### src/rtl/partition_pkg.sv
// Shared definitions for the partition error accumulator: FSM state
// encoding, default widths and the sweep length implied by the default
// input width.
package partition_pkg;

  typedef enum logic [1:0] {
    IDLE = 2'd0,
    RUN  = 2'd1,
    DONE = 2'd2
  } state_e;

  localparam int unsigned DEF_IN_W  = 8;
  localparam int unsigned DEF_OUT_W = 4;
  localparam int unsigned DEF_HD_W  = 3;
  localparam int unsigned DEF_ACC_W = 11;

  // Number of samples in one exhaustive sweep of a DEF_IN_W-bit partition.
  localparam int unsigned SWEEP_LEN = 1 << DEF_IN_W;

endpackage

### src/rtl/partition_popcount.sv
// Combinational population count of an OUT_W-bit vector into HD_W bits.
// Used for the per-sample Hamming distance and the per-bit error hits.
module partition_popcount
  import partition_pkg::*;
#(
  parameter int unsigned OUT_W = DEF_OUT_W,
  parameter int unsigned HD_W  = DEF_HD_W
) (
  input  logic [OUT_W-1:0] vec_i,
  output logic [HD_W-1:0]  cnt_o
);

  // Sum the set bits; HD_W is wide enough that the count never wraps.
  // NOTE: every always_comb output gets a default before any branch or loop,
  // so no path leaves it unassigned and no latch is inferred.
  always_comb begin
    cnt_o = '0;
    for (int k = 0; k < OUT_W; k++) begin
      cnt_o = cnt_o + HD_W'(vec_i[k]);
    end
  end

endmodule

### src/rtl/partition_err_accum.sv
// Partition error accumulator: consumes (index, exact, approx) samples of
// an exhaustive sweep and accumulates total Hamming distance, mismatch
// count and maximum Hamming distance, flagging out-of-order samples.
// Optional per-output-bit error counters: define PARTITION_ERR_BITPOS_EN.
module partition_err_accum
  import partition_pkg::*;
#(
  parameter int unsigned IN_W  = DEF_IN_W,
  parameter int unsigned OUT_W = DEF_OUT_W,
  parameter int unsigned HD_W  = DEF_HD_W,
  parameter int unsigned ACC_W = DEF_ACC_W
) (
  input  logic              clk,
  input  logic              rst_n,
  input  logic              start,
  input  logic              s_valid,
  output logic              s_ready,
  input  logic [IN_W-1:0]   s_idx,
  input  logic [OUT_W-1:0]  s_exact,
  input  logic [OUT_W-1:0]  s_approx,
  output logic              busy,
  output logic              done,
  output logic [ACC_W-1:0]  hd_sum,
  output logic [IN_W:0]     mis_cnt,
  output logic [HD_W-1:0]   hd_max,
  output logic              seq_err
`ifdef PARTITION_ERR_BITPOS_EN
  ,
  output logic [OUT_W*(IN_W+1)-1:0] bit_err_cnt
`endif
);

  // Index of the final sample of a sweep; its accept ends the run.
  localparam logic [IN_W:0] LAST_IDX = {1'b0, {IN_W{1'b1}}};

  state_e               state_q, state_d;
  logic [ACC_W-1:0]     hd_sum_q, hd_sum_d;
  logic [IN_W:0]        mis_cnt_q, mis_cnt_d;
  logic [HD_W-1:0]      hd_max_q, hd_max_d;
  logic                 seq_err_q, seq_err_d;
  logic [IN_W:0]        exp_idx_q, exp_idx_d;

  logic [OUT_W-1:0]     diff;
  logic [HD_W-1:0]      hd;
  logic                 accept;
  logic                 clear;

  assign diff   = s_exact ^ s_approx;
  assign accept = s_valid && (state_q == RUN);
  // start only has effect outside RUN; a pulse mid-sweep is ignored.
  assign clear  = start && (state_q != RUN);

  partition_popcount #(
    .OUT_W (OUT_W),
    .HD_W  (HD_W)
  ) u_hd (
    .vec_i (diff),
    .cnt_o (hd)
  );

  // Next-state and state-decoded handshake/status outputs.
  always_comb begin
    state_d = state_q;
    s_ready = 1'b0;
    busy    = 1'b0;
    done    = 1'b0;
    unique case (state_q)
      IDLE: begin
        if (start) state_d = RUN;
      end
      RUN: begin
        s_ready = 1'b1;
        busy    = 1'b1;
        if (accept && (exp_idx_q == LAST_IDX)) state_d = DONE;
      end
      DONE: begin
        done = 1'b1;
        if (start) state_d = RUN;
      end
      default: state_d = IDLE;
    endcase
  end

  // Metric update: clear on a sweep start, accumulate on each accept.
  always_comb begin
    hd_sum_d  = hd_sum_q;
    mis_cnt_d = mis_cnt_q;
    hd_max_d  = hd_max_q;
    seq_err_d = seq_err_q;
    exp_idx_d = exp_idx_q;
    if (clear) begin
      hd_sum_d  = '0;
      mis_cnt_d = '0;
      hd_max_d  = '0;
      seq_err_d = 1'b0;
      exp_idx_d = '0;
    end else if (accept) begin
      hd_sum_d  = hd_sum_q + ACC_W'(hd);
      mis_cnt_d = mis_cnt_q + (IN_W+1)'(hd != '0);
      if (hd > hd_max_q) hd_max_d = hd;
      // An out-of-order sample is flagged but still accumulated.
      if ({1'b0, s_idx} != exp_idx_q) seq_err_d = 1'b1;
      exp_idx_d = exp_idx_q + (IN_W+1)'(1);
    end
  end

  // State and metric registers; reset wipes any partial result.
  // NOTE: sequential state is assigned with <= so every register samples
  // its _d value from before the edge, independent of statement order.
  always_ff @(posedge clk or negedge rst_n) begin
    if (!rst_n) begin
      state_q   <= IDLE;
      hd_sum_q  <= '0;
      mis_cnt_q <= '0;
      hd_max_q  <= '0;
      seq_err_q <= 1'b0;
      exp_idx_q <= '0;
    end else begin
      state_q   <= state_d;
      hd_sum_q  <= hd_sum_d;
      mis_cnt_q <= mis_cnt_d;
      hd_max_q  <= hd_max_d;
      seq_err_q <= seq_err_d;
      exp_idx_q <= exp_idx_d;
    end
  end

  assign hd_sum  = hd_sum_q;
  assign mis_cnt = mis_cnt_q;
  assign hd_max  = hd_max_q;
  assign seq_err = seq_err_q;

`ifdef PARTITION_ERR_BITPOS_EN
  logic [OUT_W*(IN_W+1)-1:0] bit_cnt_q, bit_cnt_d;
  logic [OUT_W-1:0]          bit_hit;

  for (genvar k = 0; k < OUT_W; k++) begin : g_bit
    partition_popcount #(
      .OUT_W (1),
      .HD_W  (1)
    ) u_bit (
      .vec_i (diff[k]),
      .cnt_o (bit_hit[k])
    );
  end

  // Per-bit error counters follow the same clear/accept rules as mis_cnt.
  always_comb begin
    bit_cnt_d = bit_cnt_q;
    if (clear) begin
      bit_cnt_d = '0;
    end else if (accept) begin
      for (int k = 0; k < OUT_W; k++) begin
        bit_cnt_d[k*(IN_W+1) +: (IN_W+1)] =
          bit_cnt_q[k*(IN_W+1) +: (IN_W+1)] + (IN_W+1)'(bit_hit[k]);
      end
    end
  end

  // Per-bit counter register.
  always_ff @(posedge clk or negedge rst_n) begin
    if (!rst_n) bit_cnt_q <= '0;
    else        bit_cnt_q <= bit_cnt_d;
  end

  assign bit_err_cnt = bit_cnt_q;
`endif

endmodule

### config.mk
export PLATFORM = sky130hd
export DESIGN_NAME = partition_err_accum
export DESIGN_NICKNAME = d
export VERILOG_FILES = /design/src/rtl/partition_pkg.sv /design/src/rtl/partition_popcount.sv /design/src/rtl/partition_err_accum.sv
export SDC_FILE = /design/constraint.sdc
export NUM_CORES = 1
export LEC_CHECK = 0
export CORE_MARGIN = 5
export CORE_UTILIZATION = 45
export DETAILED_ROUTE_END_ITERATION = 12
export MAX_ROUTING_LAYER = met4
export PLACE_DENSITY = 0.74
export REMOVE_ABC_BUFFERS = 1
export SKIP_LAST_GASP = 1
export SYNTH_ARGS = -nofsm -noshare
export SYNTH_HDL_FRONTEND = slang
export SYNTH_HIERARCHICAL = 1
export SYNTH_SLANG_ARGS = --single-unit
### constraint.sdc
create_clock -name clk -period 2.95 [get_ports clk]
set_input_delay 0.7375 -clock clk [delete_from_list [all_inputs] [get_ports clk]]
set_output_delay 0.7375 -clock clk [all_outputs]
set_load 0.05 [all_outputs]
==> results by group <==
CTS
  – Worst-path clk slew: 70 ps
  – H-tree levels: 2
  – Worst-case clock buffer depth: 2
  – Sink Count: 35
  – TritonCTS Buffers: 5
  – CTS root buffer: clkbuf_8
  – CTS tree: built
  – Later-pin clock latency in the skew report: 280 ps

Worst setup path
  – CP Depth: 13
  – Critical path capture point type: flop
  – Critical path fanouts, max: 3
  – Critical path cell sequence: buf_2 -> xor2_1 -> inv_1 -> fa_1 -> inv_1 -> ha_2 -> ha_4 -> ha_4 -> nor2b_1 -> o21a_1 -> o21ai_2 -> buf_6 -> mux2_4
  – CP max stage delay: about 500 ps
  – CP max stage cell: fa_1
  – Critical path arrival: 3170 ps
  – Worst path bufs/invs: 4
  – Crit Path Class: input pin to flop
  – Critical Path Source Type: input pin
  – Delay-heaviest family, CP: adder cells
  – CP required: around 3100 ps
  – Worst R2R Path Depth: 7
  – Critical Path Source: s_exact[1]
  – Worst r2r src: hd_max[1]$_DFFE_PN0P_

Cells and area
  – Non-Filler Instances: 316
  – P&R area growth vs syn: 43.9%
  – Nets@finish: 297
  – Antenna diode count: 0
  – Final Util: 66.6%
  – Design Area, Final: 0.00288 mm²
  – Layout cell share with drive strength beyond 1: 19.7%

Floorplanning
  – Total core area: 0.00432 mm²
  – Die span in y: 76.7 µm
  – Die Wd: about 77 µm
  – Starting Density: a little under half
  – IO Count: 47
  – Number of core rows: 24
  – Die ar.: 0.00588 mm²

Synthesis
  – Sequential element share of the synthesized area: 43.8%
  – Top-area cell type share of the netlist area: 43.8%
  – Yosys reg bits: 35
  – YS warnings: 6
  – Mean Syn Cell Area: 9.95 µm²
  – Post-synthesis cell count: 201
  – Mapped Area: about 0.002 mm²
  – Distinct cells, synth: 38
  – Ranking of synthesized cells by area: dfrtp_1, ha_1, xor2_1, xnor2_1, nor2_1
  – Largest area contributor in the netlist: dfrtp_1

STA
  – Hold Violations, Final: 0
  – Final setup fails: 4
  – RSZ-0062 raised after global routing: yes
  – Worst setup margin: -55.8 ps
  – Min cycle time layout: 3010 ps
  – Max Clock Freq: roughly 330 MHz
  – Worst slew margin: 65.0%
  – Slew @ Worst Pin: 524 ps
  – Final Cycle Share: 102%
  – Clock Skews: ~11 ps
  – Max Slew Vio Count: 0

Detailed routing
  – Via count: 1680
  – DRT iter0 DRCs: 47
  – Routed wire per std cell: 15.6 µm
  – DRT Pass-1 Iters: 4
  – Routed WL: 4920 µm
  – Final ANT Viol Nets: 0
  – Vias/cell: between 5 and 6
  – Residual DRC: 0

Place
  – DP HPWL: roughly 3400 µm
  – Placed cells: 307
  – Pre-CTS setup slack: -929 ps
  – Placer Congestion: 0.808
  – DP Area: around 0.0026 mm²
  – IO Port Bufs: 46

Worst hold path
  – HP Start: hd_sum[10]$_DFFE_PN0P_
  – Hold Path Class: flop to flop
  – WHS Path Cells: 1

GRT
  – Total GRT Usage: 17.0%
  – Number of global-route vias before repair: 1703
  – Initial antenna violation count: 0
  – GR Overflow Total: 0
  – Largest net degree at the start of global routing: 36
  – First-pass GRT wire length: between 8000 and 9000 µm

Power and ir drop
  – Maximum VDD drop: 0.000715 V
  – Pwr dens: 848 mW/mm²
  – Total chip power: 2.44 mW
  – Leakage: 1.23 nW

Run
  – MaxCap Viol Count: 0

Outcome
  – Status: finished, violations left
  – Failing checks: negative setup slack
-- layout make-up --
| cell class | instances | area (µm²) |
|---|---|---|
| Clock buffer | 7 | 76.3 |
| Multi-Input combinational cell | 147 | 1230 |
| Tap cell | 52 | 65.1 |
| Timing Repair Buffer | 63 | 589 |
| Fill cell | 354 | 1450 |
| Sequential cell | 35 | 876 |
| Inverter | 11 | 41.3 |
| Clock inverter | 1 | 5.00 |
-- worst paths after layout --
check | endpoint | slack, ps
worst max-delay path | hd_max[1]$_DFFE_PN0P_ | -60
worst min-delay path | hd_sum[10]$_DFFE_PN0P_ | 480
worst max register to register | hd_max[1]$_DFFE_PN0P_ | 1200
worst min register to register | hd_sum[10]$_DFFE_PN0P_ | 480
max in group asynchronous | exp_idx_q[7]$_DFFE_PN0P_ | 1740
min in group asynchronous | mis_cnt[8]$_DFFE_PN0P_ | 870
-- cells by family after synthesis --
family / Yosys count / share of synthesized area (%)
simple gates: 69 / 18.1
flops: 35 / 43.8
compound gates: 34 / 10.9
xor+xnor: 24 / 10.5
buf+inv: 19 / 4.13
fa+ha+maj: 14 / 9.51
mux: 6 / 3.13
-- per-layer routing --
metal,up-vias,global-route usage (%),routed length [µm]
li1,834,-,-
met1,810,21.6,2170
met2,29,27.8,2520
met3,7,3.98,182
met4,0,3.32,48
met5,-,-,0
-- placed cells by master, fill, tap and decap left out, types with 4 or more instances in the layout --
cell / netlist / layout
clkdlybuf4s50_1: 0 / 40
dfrtp_1: 35 / 35
nor2_1: 17 / 17
xor2_1: 14 / 14
nand2_1: 14 / 14
buf_4: 2 / 12
inv_1: 11 / 11
xnor2_1: 10 / 10
a21oi_1: 11 / 8
nand4_1: 7 / 7
ha_4: 0 / 7
buf_6: 0 / 7
a22o_1: 6 / 6
o21ai_0: 7 / 6
nand3_1: 7 / 5
clkbuf_8: 0 / 5
or4_1: 4 / 4
ha_1: 12 / 4
buf_2: 3 / 4
-- cells in the mapped netlist --
library cell,number
a21oi_2,1
o21ai_0,7
and4_1,2
and3_1,2
nand2b_1,1
a22o_1,6
nor4b_1,2
o31ai_1,3
clkbuf_1,2
nor3_1,3
a21oi_1,11
xor2_1,14
nand3_1,7
o21a_1,1
mux2i_1,4
a21o_1,1
a211oi_1,2
xnor2_1,10
or4_1,4
fa_1,2
o211ai_1,1
nor4_1,1
nand2_1,14
dfrtp_1,35
or3_1,4
nand4_1,7
nor2b_1,2
nor2_1,17
mux2_2,2
nand3b_1,1
buf_2,3
a31oi_1,1
buf_4,2
and3b_1,1
nor3b_1,1
ha_1,12
buf_1,1
inv_1,11
-- stage by stage --
step,setup TNS [ps],hold WS [ps]
final,-144,477
after global placement,-15300,466
after CTS,-151,488
after detailed placement,-16470,478
after global routing,-752,504
after floorplan,-3630,442
-- power by group --
| part | switching (mW) | leakage, nW | internal (mW) | total [mW] |
|---|---|---|---|---|
| Sequential | 0.166 | 0.458 | 0.592 | 0.758 |
| Clock | 0.171 | 0.0422 | 0.166 | 0.336 |
| Combinational | 0.720 | 0.730 | 0.626 | 1.35 |
| Total | 1.06 | 1.23 | 1.38 | 2.44 |
-- sequential cells by signal, summed over array words and instances, names as in the netlist --
name	cells
hd_sum	11
exp_idx_q	9
mis_cnt	9
hd_max	3
state_q	2
seq_err	1
-- repair_timing --
item	4_1_cts	5_1_grt
hold buffers	0	0
gates resized for setup	47	12
pin swaps	17	12
endpoints found under the setup margin	22	15
buffers inserted	0	1
Note: power is estimated with default switching activity, not from simulation.
